### config.mk
export PLATFORM = sky130hd
export DESIGN_NAME = pipe_hazard_ctrl
export DESIGN_NICKNAME = d
export VERILOG_FILES = /design/src/rtl/pipe_hazard_ctrl.sv
export SDC_FILE = /design/constraint.sdc
export NUM_CORES = 1
export LEC_CHECK = 0
export CORE_UTILIZATION = 35
export CTS_CLUSTER_SIZE = 28
export DETAILED_ROUTE_END_ITERATION = 8
export PLACE_DENSITY = 0.72
export SLEW_MARGIN = 20
export SYNTH_ARGS = -nofsm -noshare
export SYNTH_HDL_FRONTEND = slang
export SYNTH_SLANG_ARGS = --single-unit
export TNS_END_PERCENT = 10
### constraint.sdc
create_clock -name clk -period 2.03 [get_ports clk]
set_clock_uncertainty 0.05 [all_clocks]
set_input_delay 0.203 -clock clk [delete_from_list [all_inputs] [get_ports clk]]
set_output_delay 0.203 -clock clk [all_outputs]
set_load 0.01 [all_outputs]
### src/rtl/pipe_hazard_ctrl.sv
// Stall/flush sequencer for the 5-stage pipeline: load-use, branch/jump and multi-cycle data memory.
// Optional build macro PERF_CNT_EN adds saturating StallCycles/FlushCount counters.
module pipe_hazard_ctrl #(
  parameter int MEM_TIMEOUT = 16,
  parameter int CNT_W       = 16
) (
  input  logic             clk,
  input  logic             reset,
  input  logic [4:0]       ID_Rs,
  input  logic [4:0]       ID_Rt,
  input  logic             ID_UsesRs,
  input  logic             ID_UsesRt,
  input  logic             ID_Jump,
  input  logic             EX_MemRd,
  input  logic [4:0]       EX_Rd,
  input  logic             EX_BranchTaken,
  input  logic             MEM_MemRd,
  input  logic             MEM_MemWr,
  input  logic             Mem_Ready,
  output logic             PC_En,
  output logic             IFID_En,
  output logic             IFID_Flush,
  output logic             IDEX_En,
  output logic             IDEX_Flush,
  output logic             EXMEM_En,
  output logic             MEMWB_Bubble,
  output logic             Mem_Timeout,
`ifdef PERF_CNT_EN
  output logic [CNT_W-1:0] StallCycles,
  output logic [CNT_W-1:0] FlushCount,
`endif
  output logic             Busy
);

  typedef enum logic {RUN = 1'b0, WAIT = 1'b1} state_t;

  localparam logic [7:0] WCNT_LAST = 8'(MEM_TIMEOUT - 1);

  state_t     state_q, state_d;
  logic [7:0] wcnt_q, wcnt_d;
  logic       timeout_q, timeout_d;

  logic mem_acc;
  logic at_limit;
  logic mem_stall;
  logic load_use;

  assign mem_acc   = MEM_MemRd | MEM_MemWr;
  assign at_limit  = (state_q == WAIT) && (wcnt_q == WCNT_LAST);
  assign mem_stall = mem_acc & ~Mem_Ready & ~at_limit;
  assign load_use  = EX_MemRd && (EX_Rd != 5'd0) &&
                     ((ID_UsesRs && (ID_Rs == EX_Rd)) || (ID_UsesRt && (ID_Rt == EX_Rd)));

  always_ff @(posedge clk) begin
    if (reset) begin
      state_q   <= RUN;
      wcnt_q    <= 8'd0;
      timeout_q <= 1'b0;
    end else begin
      state_q   <= state_d;
      wcnt_q    <= wcnt_d;
      timeout_q <= timeout_d;
    end
  end

  always_comb begin
    state_d   = state_q;
    wcnt_d    = wcnt_q;
    timeout_d = 1'b0;
    case (state_q)
      RUN: begin
        if (mem_acc && !Mem_Ready) begin
          state_d = WAIT;
          wcnt_d  = 8'd0;
        end
      end
      WAIT: begin
        if (Mem_Ready) begin
          state_d = RUN;
        end else if (wcnt_q == WCNT_LAST) begin
          // Abandon the access; the pipeline retires it as if memory had answered.
          state_d   = RUN;
          timeout_d = 1'b1;
        end else begin
          wcnt_d = wcnt_q + 8'd1;
        end
      end
      default: state_d = RUN;
    endcase
  end

  always_comb begin
    PC_En        = 1'b1;
    IFID_En      = 1'b1;
    IFID_Flush   = 1'b0;
    IDEX_En      = 1'b1;
    IDEX_Flush   = 1'b0;
    EXMEM_En     = 1'b1;
    MEMWB_Bubble = 1'b0;
    Busy         = (state_q == WAIT);
    if (reset) begin
      PC_En    = 1'b0;
      IFID_En  = 1'b0;
      IDEX_En  = 1'b0;
      EXMEM_En = 1'b0;
      Busy     = 1'b0;
    end else if (mem_stall) begin
      PC_En        = 1'b0;
      IFID_En      = 1'b0;
      IDEX_En      = 1'b0;
      EXMEM_En     = 1'b0;
      MEMWB_Bubble = 1'b1;
    end else if (EX_BranchTaken) begin
      // The ID instruction is wrong-path, so any load-use or jump it raises is moot.
      IFID_Flush = 1'b1;
      IDEX_Flush = 1'b1;
    end else if (load_use) begin
      PC_En      = 1'b0;
      IFID_En    = 1'b0;
      IDEX_Flush = 1'b1;
    end else if (ID_Jump) begin
      IFID_Flush = 1'b1;
    end
  end

  assign Mem_Timeout = timeout_q;

`ifdef PERF_CNT_EN
  logic [CNT_W-1:0] stall_cnt_q, flush_cnt_q;
  logic             stall_evt, flush_evt;

  assign stall_evt = !reset && (mem_stall || (load_use && !EX_BranchTaken));
  assign flush_evt = IFID_Flush | IDEX_Flush;

  always_ff @(posedge clk) begin
    if (reset) begin
      stall_cnt_q <= '0;
      flush_cnt_q <= '0;
    end else begin
      if (stall_evt && !(&stall_cnt_q)) stall_cnt_q <= stall_cnt_q + 1'b1;
      if (flush_evt && !(&flush_cnt_q)) flush_cnt_q <= flush_cnt_q + 1'b1;
    end
  end

  assign StallCycles = stall_cnt_q;
  assign FlushCount  = flush_cnt_q;
`endif

endmodule

==> summary.txt, run 1 <==
Worst setup path
  • Total number of cells along the worst setup path: 6
  • Largest stage delay, worst path: 0.31 ns
  • Critical path startpoint category: flop
  • Critical path endpoint: IDEX_En
  • Type of the worst setup path: flop to output pin
  • Cell-by-cell listing of the critical path: ha_2 > and3_4 > a31o_4 > and2_4 > buf_4 > clkdlybuf4s15_1
  • Master of the slowest instance on the critical path: sky130_fd_sc_hd__dfxtp_1
  • Worst setup path startpoint: wcnt_q[0]$_SDFFE_PP0P_
  • Endpoint of the worst register-to-register path: wcnt_q[3]$_SDFFE_PP0P_
  • Data required time at the worst endpoint: around 1.8 ns
  • Reg2Reg Launch Point: wcnt_q[0]$_SDFFE_PP0P_
  • R2R Setup Slk: around 0.36 ns
  • Category of the worst setup path capture point: output pin
  • WP data arrival: 1.70 ns
  • Worst Reg2Reg Path Length in Cells: 5
  • Gate family responsible for the most delay along the worst path: simple AND/OR/NAND/NOR gates
  • Bufs and invs on worst path: 2
  • Highest fanout seen on the critical path: 4

Floorplan
  • Die Y-Extent: 45.61 microns
  • # rows: 15
  • Total die area: 2080 sq um
  • X dimension of the die: about 46 microns
  • Std-Cell Core Area: 1745 sq um
  • Count of pins on the block boundary: 34
  • Effective utilization at floorplan: 38.14%

Place
  • Post-detail-place hpwl: 1609 microns
  • Routability cong.: 0.7665
  • Post-Place Worst Slack: -0.5881 ns
  • Placed Instance Area: 1140 sq um
  • Number of input and output port buffers inserted: 33

Clock network
  • Clk pin slew, worst setup/hold paths: 0.06 ns
  • Depth of the CTS H-tree: 1
  • Setup fix buffers added after clock tree synthesis: 0
  • Cell at the root of the clock tree: sky130_fd_sc_hd__clkbuf_4
  • CTS sink count: 10
  • CTS Buffer Depth: 2
  • TritonCTS Buffers: 3
  • Insertion delay to the later sink of the worst-skew pair: 0.26 ns
  • Clock tree from TritonCTS: yes

Synthesis
  • Sequential element share of the synthesized area: 30.08%
  • Gate count after technology mapping: 81
  • Count of state elements after synthesis: 10
  • Warnings from Yosys: 0
  • Syn Nets: ~110
  • Netlist Area Pre-Place: 665.6 sq um
  • Yosys cell types: 31
  • Syn avg cell area: 8.218 sq um

Hold path
  • HP Class: flop to flop

Detailed routing
  • First-pass DRT Iterations: 4
  • Antenna-violating nets left: 0
  • # DRC: 0
  • Average detailed-routed wire length per instance: 11.88 microns
  • Ratio of routed vias to standard cells: 4.924
  • Vias post-DR: 773
  • Total detailed-routing wirelength: 1865 microns
  • First-iteration detailed-routing DRC count: 13

Pwr
  • Proportion of power drawn by the clock network: 27.0%
  • Share of power burned in registers: 41.4%
  • Leakage: 0.4599 nW
  • Sw frac: between 20% and 30%
  • Maximum resistive drop on vdd: around 540 uV
  • Share of total power in combinational logic: 31.6%
  • Power spent charging and discharging nets: 0.1237 mW
  • Internal power summed over all cells: 0.3619 mW
  • Total power divided by cell area: 413.8 nW/um^2

Final layout
  • Antenna diode instance count: 0
  • Final net count: 160
  • Number of filler cells placed in the layout: 153
  • Area growth from synthesis to layout: 76.32%
  • Layout cell share with drive strength beyond 1: about a quarter
  • Final non-filler cell area: 1174 sq um

STA
  • Worst hold margin: between 0.4 and 0.5 ns
  • Hold Violations, Final: 0
  • Final number of max-transition violations: 0
  • Highest clock frequency the design can meet: 0.5130 GHz
  • Slew of the pin with the lowest slew margin: 0.5708 ns
  • Setup slack after layout: 0.08070 ns
  • Share of the clock period used by the worst path: 96.02%
  • Unrepaired setup endpoints after global routing: false
  • Max_slew headroom: 61.69%
  • Final setup violating endpoints: 0
  • Final critical delay including setup and external delays: 1.949 ns

Run status
  • Outcome: finished, final reports clean

Global routing
  • Vias in the first global route: about 760
  • GRT Overall Usage: a little over 20%
  • Maximum number of pins on one net before global-route repair: 10
  • First-pass GRT wire length: 3015 microns
  • Initial antenna violation count: 0
  • Aggregate global routing overflow: 0

Job
  • Reported max-cap violation count: 0
[layout make-up]
type | instances | area [sq um] | area share, %
well taps | 25 | 31.28 | 2.665
inverters | 3 | 11.26 | 0.9595
multi-input cells | 66 | 471.7 | 40.19
clock buffers | 3 | 22.52 | 1.919
repair buffers | 50 | 436.7 | 37.21
flip-flops and latches | 10 | 200.2 | 17.06
[power groups by stage]
stage | clock (mW) | combinational, mW | sequential (mW)
after floorplan | 0 | 0.0561 | 0.206
after global placement | 0 | 0.153 | 0.205
after detailed placement | 0 | 0.156 | 0.205
after CTS | 0.137 | 0.151 | 0.201
after global routing | 0.145 | 0.165 | 0.201
final | 0.131 | 0.153 | 0.201
[placed cells by master (no fill, tap or decap), types with 2 or more instances in the layout]
master and n:
sky130_fd_sc_hd__or3_1 3, sky130_fd_sc_hd__buf_4 17, sky130_fd_sc_hd__dlygate4sd2_1 3, sky130_fd_sc_hd__buf_2 4
sky130_fd_sc_hd__clkbuf_4 3, sky130_fd_sc_hd__nand2_1 4, sky130_fd_sc_hd__dfxtp_1 10, sky130_fd_sc_hd__nor2b_1 2
sky130_fd_sc_hd__o21ai_0 3, sky130_fd_sc_hd__nor3_1 3, sky130_fd_sc_hd__nand4_1 3, sky130_fd_sc_hd__nand3_1 3
sky130_fd_sc_hd__nor4_1 2, sky130_fd_sc_hd__clkdlybuf4s15_1 2, sky130_fd_sc_hd__a21oi_1 5, sky130_fd_sc_hd__xnor2_1 13
sky130_fd_sc_hd__clkdlybuf4s50_1 23, sky130_fd_sc_hd__inv_1 3, sky130_fd_sc_hd__nor2_1 7
[worst min path at each step]
| stage | cells past startpoint | end | slack [ns] | from |
|---|---|---|---|---|
| floorplan | 1 | wcnt_q[1]$_SDFFE_PP0P_ | 0.22 | reset |
| global placement | 2 | wcnt_q[4]$_SDFFE_PP0P_ | 0.45 | wcnt_q[4]$_SDFFE_PP0P_ |
| detailed placement | 2 | wcnt_q[4]$_SDFFE_PP0P_ | 0.46 | wcnt_q[4]$_SDFFE_PP0P_ |
| CTS | 2 | wcnt_q[4]$_SDFFE_PP0P_ | 0.47 | wcnt_q[4]$_SDFFE_PP0P_ |
| global route | 2 | wcnt_q[7]$_SDFFE_PP0P_ | 0.53 | wcnt_q[7]$_SDFFE_PP0P_ |
| finish | 2 | wcnt_q[4]$_SDFFE_PP0P_ | 0.48 | wcnt_q[4]$_SDFFE_PP0P_ |
[worst min-delay path: cells and delay by family, from the launching register on]
| kind | cells | cell delay (ns) |
|---|---|---|
| flip-flops | 1 | 0.34 |
| AO/OA/AOI/OAI | 2 | 0.14 |
[metal layers]
layer | wire length (microns) | GRT usage [%] | share of wire (%) | up-vias
met2 | 1039 | 39.14 | 56 | 26
li1 | - | - | - | 397
met3 | 86 | 7.143 | 4.6 | 6
met4 | 49 | 7.879 | 2.6 | 0
met5 | 0 | 0 | 0 | -
met1 | 690 | 19.47 | 37 | 344
[repair_timing]
| action | CTS | global route |
|---|---|---|
| setup endpoints to repair | 7 | 5 |
| pin swaps | 2 | 1 |
| hold buffers | 0 | 0 |
| cloned | 0 | 0 |
| resized for setup | 29 | 4 |
[Yosys cell counts]
library cell	number	share of area, %
sky130_fd_sc_hd__xnor2_1	13	17
sky130_fd_sc_hd__dfxtp_1	10	30
sky130_fd_sc_hd__nor2_1	7	3.9
sky130_fd_sc_hd__a21oi_1	5	3.8
sky130_fd_sc_hd__nand2_1	4	2.3
sky130_fd_sc_hd__o21ai_0	4	3.0
sky130_fd_sc_hd__inv_1	3	1.7
sky130_fd_sc_hd__nand3_1	3	2.3
sky130_fd_sc_hd__nand4_1	3	2.8
sky130_fd_sc_hd__nor3_1	3	2.3
sky130_fd_sc_hd__or3_1	3	2.8
sky130_fd_sc_hd__buf_4	2	2.3
sky130_fd_sc_hd__nor2b_1	2	1.9
sky130_fd_sc_hd__nor4_1	2	1.9
sky130_fd_sc_hd__a21boi_0	1	1.1
sky130_fd_sc_hd__a22o_1	1	1.3
sky130_fd_sc_hd__a311o_4	1	3.0
sky130_fd_sc_hd__a31o_2	1	1.3
sky130_fd_sc_hd__and2_1	1	0.94
sky130_fd_sc_hd__and3_2	1	1.1
sky130_fd_sc_hd__ha_1	1	1.9
sky130_fd_sc_hd__nand2b_1	1	0.94
sky130_fd_sc_hd__nand4b_1	1	1.3
sky130_fd_sc_hd__nor3_2	1	1.5
sky130_fd_sc_hd__nor3b_1	1	1.1
sky130_fd_sc_hd__o211ai_1	1	1.1
sky130_fd_sc_hd__o21ai_1	1	0.75
sky130_fd_sc_hd__o21bai_1	1	1.1
sky130_fd_sc_hd__o22ai_1	1	0.94
sky130_fd_sc_hd__or4_1	1	1.1
sky130_fd_sc_hd__xor2_1	1	1.3
[kinds of logic (layout without fill, tap and decap cells)]
family	Yosys count	in the layout	synth area share (%)
AO/OA/AOI/OAI	17	17	17.48
XOR/XNOR	14	14	18.42
adder cells (fa/ha/maj)	1	1	1.879
buffers and inverters	5	56	3.947
flip-flops	10	10	30.07
AND/OR/NAND/NOR	34	34	28.20
[flip-flops by register name, indices dropped and copies added (netlist names)]
| register | count |
|---|---|
| Mem_Timeout | 1 |
| state_q | 1 |
| wcnt_q | 8 |
[through the flow]
step / instances / TNS [ns] / util (%) / power, mW
3_3_place_gp: 154 / -1.835 / 65.30 / 0.3579
6_report: 157 / 0 / 67.24 / 0.4856
5_1_grt: 157 / 0 / 67.24 / 0.5114
2_1_floorplan: 81 / 0 / - / 0.2626
4_1_cts: 157 / -0.04752 / 66.45 / 0.4889
3_5_place_dp: 154 / -2.336 / 65.30 / 0.3615
Note: power is estimated with default switching activity, not from simulation.
==> run 2: changes to the inputs <==
Settings changed: CORE_MARGIN from default to 2.
Clock period 2.03 ns to 2.5 ns, I/O delays scaled along.
==> summary.txt, run 2 (synthesized netlist as in run 1, its figures left out) <==
Worst setup path
  • Master of the slowest instance on the critical path: sky130_fd_sc_hd__dfxtp_1
  • Reg2Reg Launch Point: wcnt_q[0]$_SDFFE_PP0P_
  • Worst Reg2Reg Path Length in Cells: 5
  • Largest stage delay, worst path: around 0.34 ns
  • Highest fanout seen on the critical path: 4
  • Critical path endpoint: IDEX_Flush
  • Type of the worst setup path: flop to output pin
  • R2R Setup Slk: 0.72 ns
  • Data required time at the worst endpoint: 2.20 ns
  • Cell-by-cell listing of the critical path: ha_1 > and3_2 > a31o_2 > and2_1 > a22o_1 > dlygate4sd2_1
  • Endpoint of the worst register-to-register path: wcnt_q[3]$_SDFFE_PP0P_
  • Gate family responsible for the most delay along the worst path: compound AO/OA/AOI/OAI gates
  • Bufs and invs on worst path: 1
  • Worst setup path startpoint: wcnt_q[0]$_SDFFE_PP0P_
  • Total number of cells along the worst setup path: 6
  • Category of the worst setup path capture point: output pin
  • WP data arrival: 2.03 ns
  • Critical path startpoint category: flop

Clock network
  • TritonCTS Buffers: 3
  • Insertion delay to the later sink of the worst-skew pair: approximately 0.27 ns
  • Clock tree from TritonCTS: yes
  • Post-CTS Hold Fix Bufs: 0
  • Cell at the root of the clock tree: sky130_fd_sc_hd__clkbuf_4
  • CTS Buffer Depth: 2
  • Depth of the CTS H-tree: 1
  • Clk pin slew, worst setup/hold paths: 0.07 ns
  • CTS sink count: 10

Pwr
  • Total power divided by cell area: 386.3 nW/um^2
  • Share of power burned in registers: 38.6%
  • Sw frac: between 20 and 25%
  • Maximum resistive drop on vdd: 296.0 uV
  • Internal power summed over all cells: 0.3232 mW
  • Leakage: 0.4130 nW
  • Share of total power in combinational logic: 27.3%
  • Power spent charging and discharging nets: 0.1032 mW
  • Proportion of power drawn by the clock network: between 30% and 40%

Global routing
  • GRT Overall Usage: 18.34%
  • Aggregate global routing overflow: 0
  • First-pass GRT wire length: around 2900 microns
  • Initial antenna violation count: 0
  • Vias in the first global route: 715
  • Maximum number of pins on one net before global-route repair: 10

Detailed routing
  • # DRC: 0
  • Total detailed-routing wirelength: between 1500 and 2000 microns
  • Ratio of routed vias to standard cells: 4.811
  • Antenna-violating nets left: 0
  • First-iteration detailed-routing DRC count: 7
  • Average detailed-routed wire length per instance: around 13 microns
  • First-pass DRT Iterations: 4
  • Vias post-DR: 712

Final layout
  • Register ranked first by flip-flop count: wcnt_q
  • Final non-filler cell area: 1104 sq um
  • Most used cells in the layout excluding fill and tap cells: 29 x sky130_fd_sc_hd__clkdlybuf4s50_1, 13 x sky130_fd_sc_hd__xnor2_1, 10 x sky130_fd_sc_hd__dfxtp_1
  • Commonest non-fill, non-tap cell in the layout: sky130_fd_sc_hd__clkdlybuf4s50_1
  • Area growth from synthesis to layout: 65.79%
  • Final Util: a little over three fifths
  • Antenna diode instance count: 0
  • Final net count: 150
  • Layout cell share with drive strength beyond 1: 13.01%
  • Flip-flop count of the largest register after layout: 8

Floorplan
  • Die Y-Extent: 47.61 microns
  • X dimension of the die: 47.61 microns
  • Std-Cell Core Area: 1764 sq um
  • Total die area: 2267 sq um
  • Effective utilization at floorplan: 37.73%
  • # rows: 15
  • Count of pins on the block boundary: 34

Job
  • Reported max-cap violation count: 0

STA
  • Final number of max-transition violations: 0
  • Unrepaired setup endpoints after global routing: false
  • Max_slew headroom: 64.31%
  • Final setup violating endpoints: 0
  • Share of the clock period used by the worst path: between 90% and 100%
  • Setup slack after layout: 0.1710 ns
  • Highest clock frequency the design can meet: 0.4294 GHz
  • Hold Violations, Final: 0
  • Final critical delay including setup and external delays: 2.329 ns
  • Slew of the pin with the lowest slew margin: 0.5318 ns

Place
  • Post-Place Worst Slack: -0.1238 ns
  • Placed Instance Area: 1065 sq um
  • Post-detail-place hpwl: 1541 microns
  • Number of input and output port buffers inserted: 33
  • Routability cong.: 0.7685

Hold path
  • HP Class: flop to flop

Run status
  • Outcome: finished, final reports clean
[run 2: repair_timing]
action,CTS,global route
resized for setup,4,2
setup buffers,0,0
endpoints found under the setup margin,3,1
[run 2: stage by stage]
stage | TNS (ns) | hold slack (ns) | power (mW) | cells
after CTS | 0 | 0.4545 | 0.4294 | 148
after detailed placement | -0.3291 | 0.4291 | 0.2870 | 144
after floorplan | 0 | 0.2691 | 0.2132 | 81
after global routing | 0 | 0.4848 | 0.4496 | 148
after global placement | -0.1651 | 0.4314 | 0.2847 | 144
final | 0 | 0.4515 | 0.4263 | 148
[run 2: worst min-delay path by stage]
| stage | startpoint | endpoint | slack [ns] | depth (start not counted) |
|---|---|---|---|---|
| 4_1_cts | wcnt_q[1]$_SDFFE_PP0P_ | wcnt_q[1]$_SDFFE_PP0P_ | 0.45 | 2 |
| 3_5_place_dp | wcnt_q[1]$_SDFFE_PP0P_ | wcnt_q[1]$_SDFFE_PP0P_ | 0.43 | 2 |
| 3_3_place_gp | wcnt_q[1]$_SDFFE_PP0P_ | wcnt_q[1]$_SDFFE_PP0P_ | 0.43 | 2 |
| 5_1_grt | wcnt_q[1]$_SDFFE_PP0P_ | wcnt_q[1]$_SDFFE_PP0P_ | 0.48 | 2 |
| 6_report | wcnt_q[1]$_SDFFE_PP0P_ | wcnt_q[1]$_SDFFE_PP0P_ | 0.45 | 2 |
| 2_1_floorplan | reset | wcnt_q[1]$_SDFFE_PP0P_ | 0.27 | 1 |
[run 2: area by class of cell]
type	instances	area (sq um)
Clock buffer	4	36.28
Fill cell	174	660.6
Inverter	3	11.26
Multi-Input combinational cell	66	442.9
Sequential cell	10	200.2
Tap cell	25	31.28
Timing Repair Buffer	40	381.6
[run 2: power groups by stage]
stage	registers (mW)	logic [mW]	clock network [mW]
floorplan	0.168	0.0455	0
global placement	0.168	0.116	0
detailed placement	0.168	0.119	0
CTS	0.165	0.117	0.148
global route	0.165	0.126	0.159
finish	0.165	0.116	0.145
[run 2: per-layer routing]
metal	GRT usage, %	routed length [microns]	vias up
met5	0	0	-
met4	4.865	12	0
met3	5.660	71	2
met2	34.05	1020	17
met1	20.09	746	316
li1	-	-	377
[run 2: tightest hold or removal path, stage by stage (launching register included)]
cell	delay, ns
sky130_fd_sc_hd__dfxtp_1	0.34
sky130_fd_sc_hd__nand2_1	0.07
sky130_fd_sc_hd__a21oi_1	0.06
